**src/rtl/au_rr_arbiter.sv**
```systemverilog
// au_rr_arbiter: round-robin arbiter that shares one arithmetic unit among WIDTH requesters.
// A registered one-hot grant is held until the owner releases it. Owners are always
// separated by at least one idle cycle.
// ARCH picks the prefix-OR used by the priority search: 0 serial, 1 Brent-Kung, 2 Sklansky.
// Optional build macro AU_RR_ARB_TIMEOUT_EN: forces a release after MAXHOLD grant cycles
// and adds the one-cycle timeout output pulse.
module au_rr_arbiter #(
    parameter int WIDTH   = 8,
    parameter int ARCH    = 0,
    parameter int MAXHOLD = 16,
    localparam int IW     = (WIDTH > 1) ? $clog2(WIDTH) : 1
) (
    input  logic             clk,
    input  logic             rst,
    input  logic [WIDTH-1:0] req,
    input  logic             rel,
    output logic [WIDTH-1:0] gnt,
    output logic [IW-1:0]    gnt_idx,
    output logic             gnt_vld
`ifdef AU_RR_ARB_TIMEOUT_EN
    ,
    output logic             timeout
`endif
);

    typedef enum logic {S_IDLE, S_BUSY} state_t;

    // MAXHOLD only matters with the timeout build, but it is range-checked in every build.
    if (WIDTH < 1 || ARCH < 0 || ARCH > 2 || MAXHOLD < 1) begin : g_param_check
        $error("au_rr_arbiter: illegal parameter value");
    end

    state_t           state_q, state_d;
    logic [IW-1:0]    ptr_q, ptr_d;
    logic [WIDTH-1:0] gnt_q, gnt_d;
    logic [IW-1:0]    idx_q, idx_d;
    logic             vld_q, vld_d;

    logic [WIDTH-1:0] mask, mreq, sel, po, first;
    logic [IW-1:0]    first_idx;
    logic             normal_rel, rel_now;

`ifdef AU_RR_ARB_TIMEOUT_EN
    localparam int CW = $clog2(MAXHOLD + 1);
    logic [CW-1:0] cnt_q, cnt_d;
    logic          to_q, to_d;
`endif

    // LSB-first prefix OR. All three networks give the same result; they differ only in depth and fan-out.
    function automatic logic [WIDTH-1:0] prefix_or(input logic [WIDTH-1:0] s);
        logic [WIDTH-1:0] p;
        p = s;
        if (ARCH == 1) begin
            // Brent-Kung: up-sweep builds power-of-two spans, down-sweep fills in the gaps.
            for (int d = 0; d < IW; d++)
                for (int i = (2 << d) - 1; i < WIDTH; i += (2 << d))
                    p[i] = p[i] | p[i - (1 << d)];
            for (int d = IW - 2; d >= 0; d--)
                for (int i = 3 * (1 << d) - 1; i < WIDTH; i += (2 << d))
                    p[i] = p[i] | p[i - (1 << d)];
        end else if (ARCH == 2) begin
            // Sklansky: each upper half-block ORs in the last bit of its lower half.
            for (int d = 0; d < IW; d++)
                for (int i = 0; i < WIDTH; i++)
                    if (((i >> d) & 1) == 1)
                        p[i] = p[i] | p[((i >> d) << d) - 1];
        end else begin
            for (int i = 1; i < WIDTH; i++)
                p[i] = p[i] | p[i - 1];
        end
        return p;
    endfunction

    // Masked first-one search: the lowest request at or above ptr wins, else the lowest overall.
    always_comb begin
        mask = '0;
        for (int i = 0; i < WIDTH; i++)
            mask[i] = (i >= int'(ptr_q));
        mreq  = req & mask;
        sel   = (mreq != '0) ? mreq : req;
        po    = prefix_or(sel);
        first = po & ~(po << 1);
    end

    // Encode the one-hot winner as a binary index.
    always_comb begin
        first_idx = '0;
        for (int i = 0; i < WIDTH; i++)
            if (first[i]) first_idx = IW'(i);
    end

    // Next state: grant from IDLE, hold in BUSY until release (or forced release).
    always_comb begin
        state_d    = state_q;
        ptr_d      = ptr_q;
        gnt_d      = gnt_q;
        idx_d      = idx_q;
        vld_d      = vld_q;
        rel_now    = 1'b0;
        normal_rel = rel | ~req[idx_q];
`ifdef AU_RR_ARB_TIMEOUT_EN
        cnt_d      = cnt_q;
        to_d       = 1'b0;
`endif
        case (state_q)
            S_IDLE: begin
                if (req != '0) begin
                    state_d = S_BUSY;
                    gnt_d   = first;
                    idx_d   = first_idx;
                    vld_d   = 1'b1;
                    ptr_d   = (first_idx == IW'(WIDTH - 1)) ? '0 : first_idx + IW'(1);
`ifdef AU_RR_ARB_TIMEOUT_EN
                    cnt_d   = '0;
`endif
                end
            end
            S_BUSY: begin
                if (normal_rel) begin
                    rel_now = 1'b1;
`ifdef AU_RR_ARB_TIMEOUT_EN
                end else if (cnt_q == CW'(MAXHOLD - 1)) begin
                    rel_now = 1'b1;
                    to_d    = 1'b1;
                end else begin
                    cnt_d   = cnt_q + CW'(1);
`endif
                end
            end
            default: state_d = S_IDLE;
        endcase
        if (rel_now) begin
            state_d = S_IDLE;
            gnt_d   = '0;
            idx_d   = '0;
            vld_d   = 1'b0;
        end
    end

    // State and registered outputs, synchronous reset.
    always_ff @(posedge clk) begin
        if (rst) begin
            state_q <= S_IDLE;
            ptr_q   <= '0;
            gnt_q   <= '0;
            idx_q   <= '0;
            vld_q   <= 1'b0;
`ifdef AU_RR_ARB_TIMEOUT_EN
            cnt_q   <= '0;
            to_q    <= 1'b0;
`endif
        end else begin
            state_q <= state_d;
            ptr_q   <= ptr_d;
            gnt_q   <= gnt_d;
            idx_q   <= idx_d;
            vld_q   <= vld_d;
`ifdef AU_RR_ARB_TIMEOUT_EN
            cnt_q   <= cnt_d;
            to_q    <= to_d;
`endif
        end
    end

    assign gnt     = gnt_q;
    assign gnt_idx = idx_q;
    assign gnt_vld = vld_q;
`ifdef AU_RR_ARB_TIMEOUT_EN
    assign timeout = to_q;
`endif

endmodule

```
**config.mk**
```make
export PLATFORM = sky130hd
export DESIGN_NAME = au_rr_arbiter
export DESIGN_NICKNAME = d
export VERILOG_FILES = /design/src/rtl/au_rr_arbiter.sv
export SDC_FILE = /design/constraint.sdc
export NUM_CORES = 1
export LEC_CHECK = 0
export CAP_MARGIN = 20
export CORE_UTILIZATION = 40
export CTS_BUF_LIST = sky130_fd_sc_hd__clkbuf_8
export CTS_CLUSTER_DIAMETER = 200
export DETAILED_ROUTE_END_ITERATION = 16
export PLACE_DENSITY = 0.75
export SYNTH_ARGS = -nofsm -noshare
export SYNTH_HDL_FRONTEND = slang
export SYNTH_SLANG_ARGS = --single-unit
```
**constraint.sdc**
```tcl
create_clock -name clk -period 8.3 [get_ports clk]
set_input_delay 1.66 -clock clk [delete_from_list [all_inputs] [get_ports clk]]
set_output_delay 1.66 -clock clk [all_outputs]
set_load 0.02 [all_outputs]
```
# Word level (Yosys, flattened, before mapping)
# Cells that the tools add are included.
word_totals:
  reg_bits: 16
classes:
  add_sub_neg: 1
  magnitude_cmp: 8
  eq_ne: 1
  n_mux: 15
  bitwise: 13
  reduce_logical: 4
op_table:
  columns: ["operator", "count"]
  rows:
  - ["$mux W3", 6]
  - ["$and A8 B8 Y8", 2]
  - ["$reduce_bool A8 Y1", 2]
  - ["$ge A3 B3 Y1 const A", 3]
  - ["$mux W8", 1]
  - ["$not A8 Y8", 1]
  - ["$or A1 B1 Y1", 8]
  - ["$ge A1 B3 Y1 const A", 2]
  - ["$ge A2 B3 Y1 const A", 2]
  - ["$mux W1", 6]
  - ["$lt A3 B4 Y1 const B", 1]
  - ["$add A3 B1 Y3 const B", 1]
  - ["$bmux W1 S3", 1]
  - ["$eq A3 B3 Y1 const B", 1]
  - ["$mux W2", 1]
  - ["$not A1 Y1", 2]
  - ["$reduce_and A2 Y1", 1]
  - ["$reduce_or A2 Y1", 1]

# Depth between registers and ports, before layout
# Gate-level depths: netlist of the first run.
logic_depth:
  word_depth: 21
  mapped_depth: 11
  mapped_depth_nobuf: 10

# Worst setup path after synthesis of the first run
# OpenSTA, ideal clock, no wires.
synth_timing:
  path_kind: "input to register"
  start: "in req[6]"
  end: "reg ptr_q[0]"
  arrival_time_ns: 3.719
  required_ns: 8.208
  setup_slack_ns: 4.489
  stages: 10
  cell_sequence: "nor2_1 -> a31oi_2 -> o41ai_1 -> nor2_1 -> o311ai_0 -> a32oi_1 -> ha_1 -> ha_1 -> or3_1 -> o32ai_1"
synth_between:
  elab_chain_len: 14
synth_rtl:
  columns: ["item", "line_no", "source"]
  rows:
  - ["start, declared", "15", "input logic [WIDTH-1:0] req,"]
  - ["$and A8 B8 Y8", "79", "mreq = req & mask;"]
  - ["$reduce_bool A8 Y1", "80", "sel = (mreq != '0) ? mreq : req;"]
  - ["$mux W8 (*)", "80", null]
  - ["$or A1 B1 Y1 / $not A8 Y8 (equally long branches)", "69, 82", null]
  - ["$and A8 B8 Y8 (*)", "82", "first = po & ~(po << 1);"]
  - ["$mux W1 (tied with other cells)", "89", "if (first[i]) first_idx = IW'(i);"]
  - ["$mux W2 (tied with other cells)", "89", null]
  - ["$mux W3 (tied with other cells) (3 in series)", "89", null]
  - ["$mux W3 / $and A8 B8 Y8 (equally long branches)", "89, 82", null]
  - ["$mux W3 (*)", "89", null]
  - ["via first_idx[0]", "40", "logic [IW-1:0] first_idx;"]
  - ["$add A3 B1 Y3 / $eq A3 B3 Y1 (equally long branches)", "112", "ptr_d = (first_idx == IW'(WIDTH - 1)) ? '0 : first_idx + IW'(1);"]
  - ["$mux W3 (*)", "112", null]
  - ["end signal, assigned", "154", "ptr_q <= ptr_d;"]
  - ["end, declared", "34", "logic [IW-1:0] ptr_q, ptr_d;"]
# Mark *: on every way through the listed nets, which the timed path passes. The rest lies on a longest branch.
# A chain may end at the register's enable or synchronous reset.

# Worst setup path after layout of the first run
layout_timing:
  start: "in req[7]"
  end: "reg ptr_q[0]"
# The elaborated chain is that of the path after synthesis.

==> results.sh, run 1 <==
export IMPL_outcome="finished, final reports clean"
export IMPL_min_period_ns=4.428
export IMPL_route_detailed_drc=0
export IMPL_min_from="gnt[6]"
export IMPL_max_cap_viol_count=0
export IMPL_cpMaxStageDelayCell="clkdlybuf4s50_1"
export IMPL_num_vias=1090
export IMPL_layout_drive_gt1_share_pct=8.917
export IMPL_timing_rr_start="ptr_q[2]"
export IMPL_row_count=18
export IMPL_power_internal_mw=0.1889
export IMPL_swShare_pct=37.99
export IMPL_clkPwrFrac_pct=23.3
export IMPL_rrSetupSlack_ns=5.25
export IMPL_drtPass1Iterations=4
export IMPL_clk_pin_slew_ns=0.07
export IMPL_cts_resized_gates=0
export IMPL_clk_latency_ns=0.25
export IMPL_synthArstFlopShare_pct=0
export IMPL_initialDrtViolationCount=37
export IMPL_maxSlewHeadroom_pct=39.53
export IMPL_critPathKind="input pin to flip-flop"
export IMPL_numCtsBuffers=3
export IMPL_via_per_inst=5.829
export IMPL_gp_congestion=0.9422
export IMPL_grt_pass1_vias=1008
export IMPL_io_buffers=22
export IMPL_ir_worst_vdd_uv=189.0
export IMPL_grt_ovfl_total=0
export IMPL_reg2reg_to="ptr_q[0]"
export IMPL_die_x_um=53.44
export IMPL_syn_num_nets=149
export IMPL_reg2reg_depth=10
export IMPL_final_setup_viol_count=0
export IMPL_initial_utilization_pct=42.34
export IMPL_crit_fanout=7
export IMPL_die_y_um=53.44
export IMPL_ant_nets=0
export IMPL_cts_max_path_buffers=2
export IMPL_hp_class="flip-flop to flip-flop"
export IMPL_routedWlPerCell_um=14.11
export IMPL_io_pins=23
export IMPL_hold_buffers=0
export IMPL_yosysWarnings=0
export IMPL_p_leak_nw=0.4815
export IMPL_post_cts_buffers=0
export IMPL_grt_usage_pct=21.59
export IMPL_critPathCaptureType="flip-flop"
export IMPL_regArea_sq_um=320.3
export IMPL_coreArea_sq_um=2500
export IMPL_grt_max_degree=19
export IMPL_worstPathCellList="clkdlybuf4s50_1 -> nor2_1 -> a31oi_2 -> o41ai_1 -> nor2_1 -> o311ai_0 -> a32oi_1 -> ha_1 -> ha_1 -> or3_1 -> o32ai_1"
export IMPL_route_final_wire_length_um=2638
export IMPL_arrival_ns=4.59
export IMPL_avgSynthCellArea_sq_um=7.783
export IMPL_max_freq_ghz=0.2258
export IMPL_antenna_found_initial=0
export IMPL_required_ns=8.46
export IMPL_p_total_mw=0.3046
export IMPL_p_sw_mw=0.1157
export IMPL_die_area_sq_um=2856
export IMPL_cellPowerDensity_nw_per_um2=226.5
export IMPL_grt_first_pass_wirelength_um=4485
export IMPL_cts_htree_levels=1
export IMPL_multi_input_area_sq_um=689.4
export IMPL_final_nets=171
export IMPL_synth_seq_cells=16
export IMPL_fillerInstances=221
export IMPL_area_growth_synth_to_final_pct=27.07
export IMPL_cts_tree="yes"
export IMPL_slew_viol_final=0
export IMPL_final_common_cell="clkdlybuf4s50_1"
export IMPL_holdPathEnd="gnt[6]"
export IMPL_pwr_share_comb_pct=42.7
export IMPL_cp_slowest_stage_delay_ns=0.48
export IMPL_synth_area_sq_um=1059
export IMPL_yosys_cell_types_count=42
export IMPL_synth_edf_count=0
export IMPL_start_kind="input pin"
export IMPL_synthCells=136
export IMPL_hold_depth=2
export IMPL_skew_ns=0.002117
export IMPL_hpwlAfterDp_um=2046
export IMPL_power_frac_seq_pct=34.1
export IMPL_root_buffer="clkbuf_8"
export IMPL_synth_ff_type="dfxtp_1"
export IMPL_cts_sinks=16
export IMPL_hold_violations=0
export IMPL_rsz0062_at_grt="false"
export IMPL_fin_crit_sh_pct=53.35
export IMPL_fin_tns_setup_ns=0
export IMPL_ys_seq_area_share_pct=30.26
export IMPL_pre_cts_ws_ns=3.688
export IMPL_worst_slew_pin_slew_ns=0.9029
export IMPL_diodes=0
export IMPL_layout_common_cells="clkdlybuf4s50_1 (22), nor2_1 (17), a21oi_1 (16), dfxtp_1 (16), nand2_1 (15)"
export IMPL_final_setup_worst_slack_ns=3.872
power groups by stage:
| stage | clock network (mW) | logic, mW | registers, mW |
|---|---|---|---|
| 6_report | 0.0708 | 0.130 | 0.104 |
| 2_1_floorplan | 0 | 0.0915 | 0.106 |
| 3_3_place_gp | 0 | 0.126 | 0.105 |
| 4_1_cts | 0.0725 | 0.129 | 0.104 |
| 3_5_place_dp | 0 | 0.128 | 0.105 |
| 5_1_grt | 0.0768 | 0.143 | 0.106 |
layout make-up:
type,count,share of cell area (%)
clock buffer,4,4.093
inverter,6,1.674
multi-input combinational,109,51.26
sequential,16,23.81
tap,30,2.791
timing repair buffer,22,16.37
kinds of logic after synthesis:
| kind of cell | Yosys count | share of synthesized area [%] |
|---|---|---|
| flip-flops | 16 | 30.26 |
| multiplexers | 3 | 5.201 |
| buffers and inverters | 11 | 4.609 |
| adder cells (fa/ha/maj) | 2 | 2.364 |
| AO/OA/AOI/OAI | 40 | 25.77 |
| AND/OR/NAND/NOR | 64 | 31.80 |
metrics by stage:
stage	hold WS (ns)	cells	utilization [%]	cell area (sq um)
after CTS	0.4570	187	53.80	1345
after global routing	0.4843	187	53.80	1345
after detailed placement	0.4479	183	51.60	1290
after global placement	0.4415	183	51.60	1290
after floorplan	0.4682	136	-	1059
final	0.4535	187	53.80	1345
Yosys cell counts (all sizes together), types with 2 or more instances:
library cell,instances,area [sq um]
mux4,2,45.04
nand2,15,56.30
clkbuf,4,15.01
or3,3,18.77
o21ai,7,38.79
dfxtp,16,320.3
a31oi,2,18.77
nor2,17,63.81
o21bai,2,15.01
inv,6,22.52
nor3,3,15.01
nor4,2,12.51
o31a,2,18.77
ha,2,25.02
and2,4,27.53
nand3,6,30.03
o211ai,2,15.01
nand2b,6,37.54
a21oi,16,80.08
worst max path at each step:
stage           start       end  slack [ns]
5_1_grt        req[6]  ptr_q[0]        3.72
3_5_place_dp   req[6]  ptr_q[0]        3.69
4_1_cts        req[6]  ptr_q[0]        3.93
3_3_place_gp   req[6]  ptr_q[0]        3.79
2_1_floorplan  req[6]  ptr_q[0]        4.49
6_report       req[7]  ptr_q[0]        3.87
registers in the layout, summed over array words and instances (netlist names):
name / cells
gnt: 8
gnt_idx: 3
ptr_q: 3
gnt_vld: 1
state_q: 1
worst max-delay path: cells and delay by family:
| family | cells | cell delay, ns |
|---|---|---|
| buffers and inverters | 1 | 0.48 |
| adders and majority gates | 2 | 0.41 |
| and+or+nand+nor | 3 | 0.77 |
| AOI/OAI and AO/OA | 5 | 1.27 |
metal layers:
metal,wire length [um],track usage [%],vias to the layer above
met5,0,0,-
met3,151,3.736,5
li1,-,-,541
met4,37,8.772,0
met2,1231,34.17,37
met1,1218,28.40,507
Power figures use the tool's default switching activity.
==> run 2, diff against run 1 <==
==> constraint.sdc (replaced) <==
create_clock -name clk -period 4.6 [get_ports clk]
set_input_delay 0.92 -clock clk [delete_from_list [all_inputs] [get_ports clk]]
set_output_delay 0.92 -clock clk [all_outputs]
set_load 0.02 [all_outputs]
==> run 2 against run 1 <==
Clock power grew 81%; die area is the same; sequential share of layout area is the same; utilization is the same; critical endpoint unchanged; largest cell class unchanged; highest routed layer unchanged.
==> results.sh, run 2 (synthesis gave the netlist of run 1 again) <==
export IMPL_cts_sinks=16
export IMPL_timing_rr_start="ptr_q[2]"
export IMPL_reg2reg_depth=10
export IMPL_critPathKind="input pin to flip-flop"
export IMPL_initial_utilization_pct=42.34
export IMPL_route_detailed_drc=0
export IMPL_holdPathEnd="gnt[7]"
export IMPL_ant_nets=0
export IMPL_antenna_found_initial=0
export IMPL_worstPathCellList="clkdlybuf4s50_1 -> nor2_1 -> a31oi_2 -> o41ai_1 -> nor2_1 -> o311ai_0 -> a32oi_1 -> ha_1 -> ha_1 -> or3_1 -> o32ai_1"
export IMPL_clk_latency_ns=0.26
export IMPL_cts_tree="yes"
export IMPL_fin_area_sq_um=1345
export IMPL_hp_class="flip-flop to flip-flop"
export IMPL_critPathCaptureType="flip-flop"
export IMPL_grt_max_degree=19
export IMPL_layout_common_cells="clkdlybuf4s50_1 (22), nor2_1 (17), a21oi_1 (16), dfxtp_1 (16), nand2_1 (15)"
export IMPL_start_kind="input pin"
export IMPL_cts_max_path_buffers=2
export IMPL_maxSlewHeadroom_pct=38.49
export IMPL_numCtsBuffers=3
export IMPL_coreArea_sq_um=2500
export IMPL_rsz0062_at_grt="false"
export IMPL_clkPwrFrac_pct=23.3
export IMPL_worstPathBufferInverterCount=1
export IMPL_hpwlAfterDp_um=2021
export IMPL_layout_drive_gt1_share_pct=8.917
export IMPL_grt_ovfl_total=0
export IMPL_max_cap_viol_count=0
export IMPL_p_leak_nw=0.4815
export IMPL_initialDrtViolationCount=17
export IMPL_grt_pass1_vias=1026
export IMPL_die_area_sq_um=2856
export IMPL_row_count=18
export IMPL_worst_slew_pin_slew_ns=0.9184
export IMPL_final_nets=171
export IMPL_hold_buffers=0
export IMPL_crit_fanout=7
export IMPL_root_buffer="clkbuf_8"
export IMPL_clk_pin_slew_ns=0.07
export IMPL_final_common_cell="clkdlybuf4s50_1"
export IMPL_power_internal_mw=0.3408
export IMPL_final_setup_viol_count=0
export IMPL_cpMaxStageDelayCell="clkdlybuf4s50_1"
export IMPL_area_growth_synth_to_final_pct=27.07
export IMPL_pwr_share_comb_pct=42.6
export IMPL_post_dp_cell_area_sq_um=1290
export IMPL_pre_cts_ws_ns=0.7232
export IMPL_swShare_pct=37.92
export IMPL_final_setup_worst_slack_ns=0.9472
export IMPL_max_freq_ghz=0.2738
export IMPL_grt_usage_pct=21.36
export IMPL_routedWlPerCell_um=14.09
export IMPL_die_x_um=53.44
export IMPL_fin_crit_sh_pct=79.41
export IMPL_power_frac_seq_pct=34.1
export IMPL_hold_slack_ns=0.4532
export IMPL_hold_violations=0
export IMPL_ir_worst_vdd_uv=388.4
export IMPL_cts_resized_gates=0
export IMPL_num_vias=1109
export IMPL_fillerInstances=221
export IMPL_min_from="gnt[7]"
export IMPL_outcome="finished, final reports clean"
export IMPL_cts_htree_levels=1
export IMPL_min_period_ns=3.653
export IMPL_p_sw_mw=0.2082
export IMPL_grt_first_pass_wirelength_um=4347
export IMPL_via_per_inst=5.930
export IMPL_arrival_ns=3.82
export IMPL_largest_reg_flops=8
export IMPL_post_cts_buffers=0
export IMPL_slew_viol_final=0
export IMPL_reg2reg_to="ptr_q[0]"
export IMPL_die_y_um=53.44
export IMPL_fin_tns_setup_ns=0
export IMPL_io_pins=23
export IMPL_required_ns=4.77
export IMPL_cp_slowest_stage_delay_ns=0.48
export IMPL_rrSetupSlack_ns=1.58
export IMPL_skew_ns=0.006046
export IMPL_diodes=0
export IMPL_gp_congestion=0.9422
export IMPL_io_buffers=22
export IMPL_hold_depth=2
export IMPL_drtPass1Iterations=4
export IMPL_cellPowerDensity_nw_per_um2=408.2
export IMPL_route_final_wire_length_um=2635
export IMPL_crit_family="compound AO/OA/AOI/OAI gates"
==> run 2: metrics by stage <==
stage | power [mW] | std cells | util [%]
after floorplan | 0.3561 | 136 | -
after global routing | 0.5881 | 187 | 53.80
after global placement | 0.4159 | 183 | 51.60
final | 0.5490 | 187 | 53.80
after detailed placement | 0.4216 | 183 | 51.60
after CTS | 0.5516 | 187 | 53.80
==> run 2: layer usage <==
metal / routed length [um] / share of wire, % / global-route usage (%) / vias to the layer above
met5: 0 / 0 / 0 / -
met4: 60 / 2.3 / 14.04 / 0
met3: 218 / 8.3 / 5.460 / 7
met2: 1251 / 47 / 33.33 / 53
met1: 1104 / 42 / 25.38 / 507
li1: - / - / - / 542
==> run 2: power groups by stage <==
stage | clock network [mW] | registers [mW] | logic, mW
after floorplan | 0 | 0.191 | 0.165
after global placement | 0 | 0.189 | 0.227
after detailed placement | 0 | 0.190 | 0.232
after CTS | 0.132 | 0.187 | 0.233
after global routing | 0.138 | 0.192 | 0.258
final | 0.128 | 0.187 | 0.234
==> run 2: how the worst max path moves through the flow <==
stage / from / endpoint / slack (ns) / depth (start not counted)
finish: req[6] / ptr_q[0] / 0.95 / 11
global route: req[6] / ptr_q[0] / 0.77 / 11
CTS: req[6] / ptr_q[0] / 0.97 / 11
detailed placement: req[6] / ptr_q[0] / 0.72 / 11
global placement: req[6] / ptr_q[0] / 0.83 / 11
floorplan: req[6] / ptr_q[0] / 1.53 / 10
==> run 2: area by class of cell <==
cell class | count | area (sq um) | area share (%)
Multi-Input combinational cell | 109 | 689.4 | 51.26
Sequential cell | 16 | 320.3 | 23.81
Timing Repair Buffer | 22 | 220.2 | 16.37
Clock buffer | 4 | 55.05 | 4.093
Tap cell | 30 | 37.54 | 2.791
Inverter | 6 | 22.52 | 1.674
==> run 2: tightest hold or removal path: stages (launching register included) <==
cell	delay [ns]
dfxtp_1	0.31
nand2_1	0.05
a21oi_1	0.05
==> run 3, diff against run 2 <==
--- a/config.mk
+++ b/config.mk
@@ -10,7 +10,7 @@
 export CTS_BUF_LIST = sky130_fd_sc_hd__clkbuf_8
 export CTS_CLUSTER_DIAMETER = 200
 export DETAILED_ROUTE_END_ITERATION = 16
-export PLACE_DENSITY = 0.75
+export PLACE_DENSITY = 0.78
 export SYNTH_ARGS = -nofsm -noshare
 export SYNTH_HDL_FRONTEND = slang
 export SYNTH_SLANG_ARGS = --single-unit
==> constraint.sdc (replaced) <==
create_clock -name clk -period 3.3 [get_ports clk]
set_input_delay 0.66 -clock clk [delete_from_list [all_inputs] [get_ports clk]]
set_output_delay 0.66 -clock clk [all_outputs]
set_load 0.02 [all_outputs]
==> run 3 against run 2 <==
Non-clock buffer count grew 25; global-route usage grew 3.7 points; highest routed layer unchanged; routed wire length grew 16%.
==> results.sh, run 3 (synthesis gave the netlist of run 1 again) <==
export IMPL_initial_utilization_pct=42.34
export IMPL_finish_utilization_pct=61.71
export IMPL_power_frac_seq_pct=29.9
export IMPL_cp_slowest_stage_delay_ns=0.53
export IMPL_cpMaxStageDelayCell="clkdlybuf4s50_1"
export IMPL_maxSlewHeadroom_pct=38.47
export IMPL_layout_drive_gt1_share_pct=22.53
export IMPL_arrival_ns=3.29
export IMPL_die_y_um=53.44
export IMPL_critPathKind="input pin to flip-flop"
export IMPL_diodes=0
export IMPL_routedWlPerCell_um=14.46
export IMPL_area_growth_synth_to_final_pct=45.74
export IMPL_root_buffer="clkbuf_8"
export IMPL_reg2reg_depth=11
export IMPL_gp_congestion=0.9370
export IMPL_reg2reg_to="ptr_q[0]"
export IMPL_grt_first_pass_wirelength_um=5043
export IMPL_largest_reg_flops=8
export IMPL_final_nets=196
export IMPL_num_vias=1226
export IMPL_power_internal_mw=0.5395
export IMPL_holdPathEnd="gnt[7]"
export IMPL_fillerInstances=222
export IMPL_final_setup_viol_count=0
export IMPL_route_final_wire_length_um=3066
export IMPL_route_detailed_drc=0
export IMPL_max_cap_viol_count=0
export IMPL_post_dp_cell_area_sq_um=1478
export IMPL_timing_rr_start="ptr_q[1]"
export IMPL_ant_nets=0
export IMPL_via_per_inst=5.783
export IMPL_worst_slew_pin_slew_ns=0.9186
export IMPL_worstPathCellList="clkdlybuf4s50_1 -> inv_1 -> a31oi_2 -> buf_4 -> o21ai_0 -> o21ai_0 -> or4b_1 -> a32oi_1 -> ha_1 -> ha_1 -> nand2_1 -> a21oi_1"
export IMPL_rsz0062_at_grt="true"
export IMPL_hp_class="flip-flop to flip-flop"
export IMPL_required_ns=3.46
export IMPL_min_from="gnt[7]"
export IMPL_clkPwrFrac_pct=21.5
export IMPL_cts_htree_levels=1
export IMPL_cts_tree="yes"
export IMPL_layout_common_cells="buf_4 (25), clkdlybuf4s50_1 (22), nor2_1 (16), a21oi_1 (16), dfxtp_1 (16)"
export IMPL_worstSetupPathDepth=12
export IMPL_die_x_um=53.44
export IMPL_grt_max_degree=19
export IMPL_grt_usage_pct=25.06
export IMPL_ir_worst_vdd_uv=363.0
export IMPL_rrSetupSlack_ns=0.49
export IMPL_cts_sinks=16
export IMPL_hpwlAfterDp_um=2385
export IMPL_outcome="finished, final reports clean"
export IMPL_skew_ns=0.007769
export IMPL_p_total_mw=0.8573
export IMPL_grt_pass1_vias=1131
export IMPL_initialDrtViolationCount=32
export IMPL_fin_area_sq_um=1543
export IMPL_cts_max_path_buffers=2
export IMPL_grt_ovfl_total=0
export IMPL_crit_family="compound AO/OA/AOI/OAI gates"
export IMPL_antenna_found_initial=0
export IMPL_max_freq_ghz=0.3193
export IMPL_final_common_cell="buf_4"
export IMPL_coreArea_sq_um=2500
export IMPL_swShare_pct=37.07
export IMPL_clk_pin_slew_ns=0.07
export IMPL_start_kind="input pin"
export IMPL_row_count=18
export IMPL_post_cts_buffers=0
export IMPL_min_period_ns=3.132
export IMPL_slew_viol_final=0
export IMPL_clk_latency_ns=0.26
export IMPL_numCtsBuffers=3
export IMPL_die_area_sq_um=2856
export IMPL_crit_fanout=4
export IMPL_pwr_share_comb_pct=48.7
export IMPL_critPathCaptureType="flip-flop"
export IMPL_hold_violations=0
export IMPL_io_pins=23
export IMPL_drtPass1Iterations=4
export IMPL_fin_crit_sh_pct=94.90
export IMPL_p_leak_nw=0.6053
export IMPL_cellPowerDensity_nw_per_um2=555.7
export IMPL_worstPathBufferInverterCount=3
export IMPL_io_buffers=22
export IMPL_hold_depth=2
export IMPL_p_sw_mw=0.3178
==> run 3: through the flow <==
step | std cells | setup TNS (ns) | worst slack [ns] | hold WS [ns]
after global placement | 208 | -0.03662 | -0.03662 | 0.4417
final | 212 | 0 | 0.1682 | 0.4485
after detailed placement | 208 | -0.2320 | -0.1765 | 0.4453
after global routing | 212 | -0.0001470 | -0.0001470 | 0.4856
after floorplan | 136 | 0 | 0.4887 | 0.4682
after CTS | 212 | 0 | 0.1025 | 0.4549
==> run 3: how the worst max path moves through the flow <==
stage / start / to / slack, ns
after floorplan: req[6] / ptr_q[0] / 0.49
after global placement: req[7] / ptr_q[0] / -0.04
after detailed placement: req[7] / ptr_q[0] / -0.18
after CTS: req[7] / ptr_q[0] / 0.10
after global routing: req[7] / ptr_q[2] / -0.0001
final: req[7] / ptr_q[2] / 0.17
==> run 3: routing by layer <==
metal	vias to the layer above	global-route usage, %	wire, um
met5	-	0	0
li1	586	-	-
met1	582	29.38	1234
met3	12	4.023	199
met2	46	43.33	1543
met4	0	12.28	89
==> run 3: power groups by stage <==
stage                     sequential, mW  combinational [mW]  clock (mW)
after floorplan                    0.266               0.230           0
after global placement             0.256               0.400           0
after detailed placement           0.259               0.408           0
after CTS                          0.255               0.411       0.189
after global routing               0.260               0.459       0.193
final                              0.256               0.417       0.184
==> run 3: cell type report <==
cell class              count  area (sq um)  share of cell area [%]
clock buffers               4         55.05                   3.569
inverters                   6         22.52                   1.460
multi-input cells         109         699.4                   45.34
flip-flops and latches     16         320.3                   20.76
well taps                  30         37.54                   2.433
repair buffers             47         407.9                   26.44
==> run 3: tightest hold or removal path, stage by stage (launching register included) <==
cell     delay (ns)
dfxtp_1        0.31
nand2_1        0.05
a21oi_1        0.05
==> run 3: timing repair <==
| item | 4_1_cts | 5_1_grt |
|---|---|---|
| gates resized for setup | 0 | 3 |
| setup endpoints to repair | 0 | 2 |
| hold buffers | 0 | 0 |
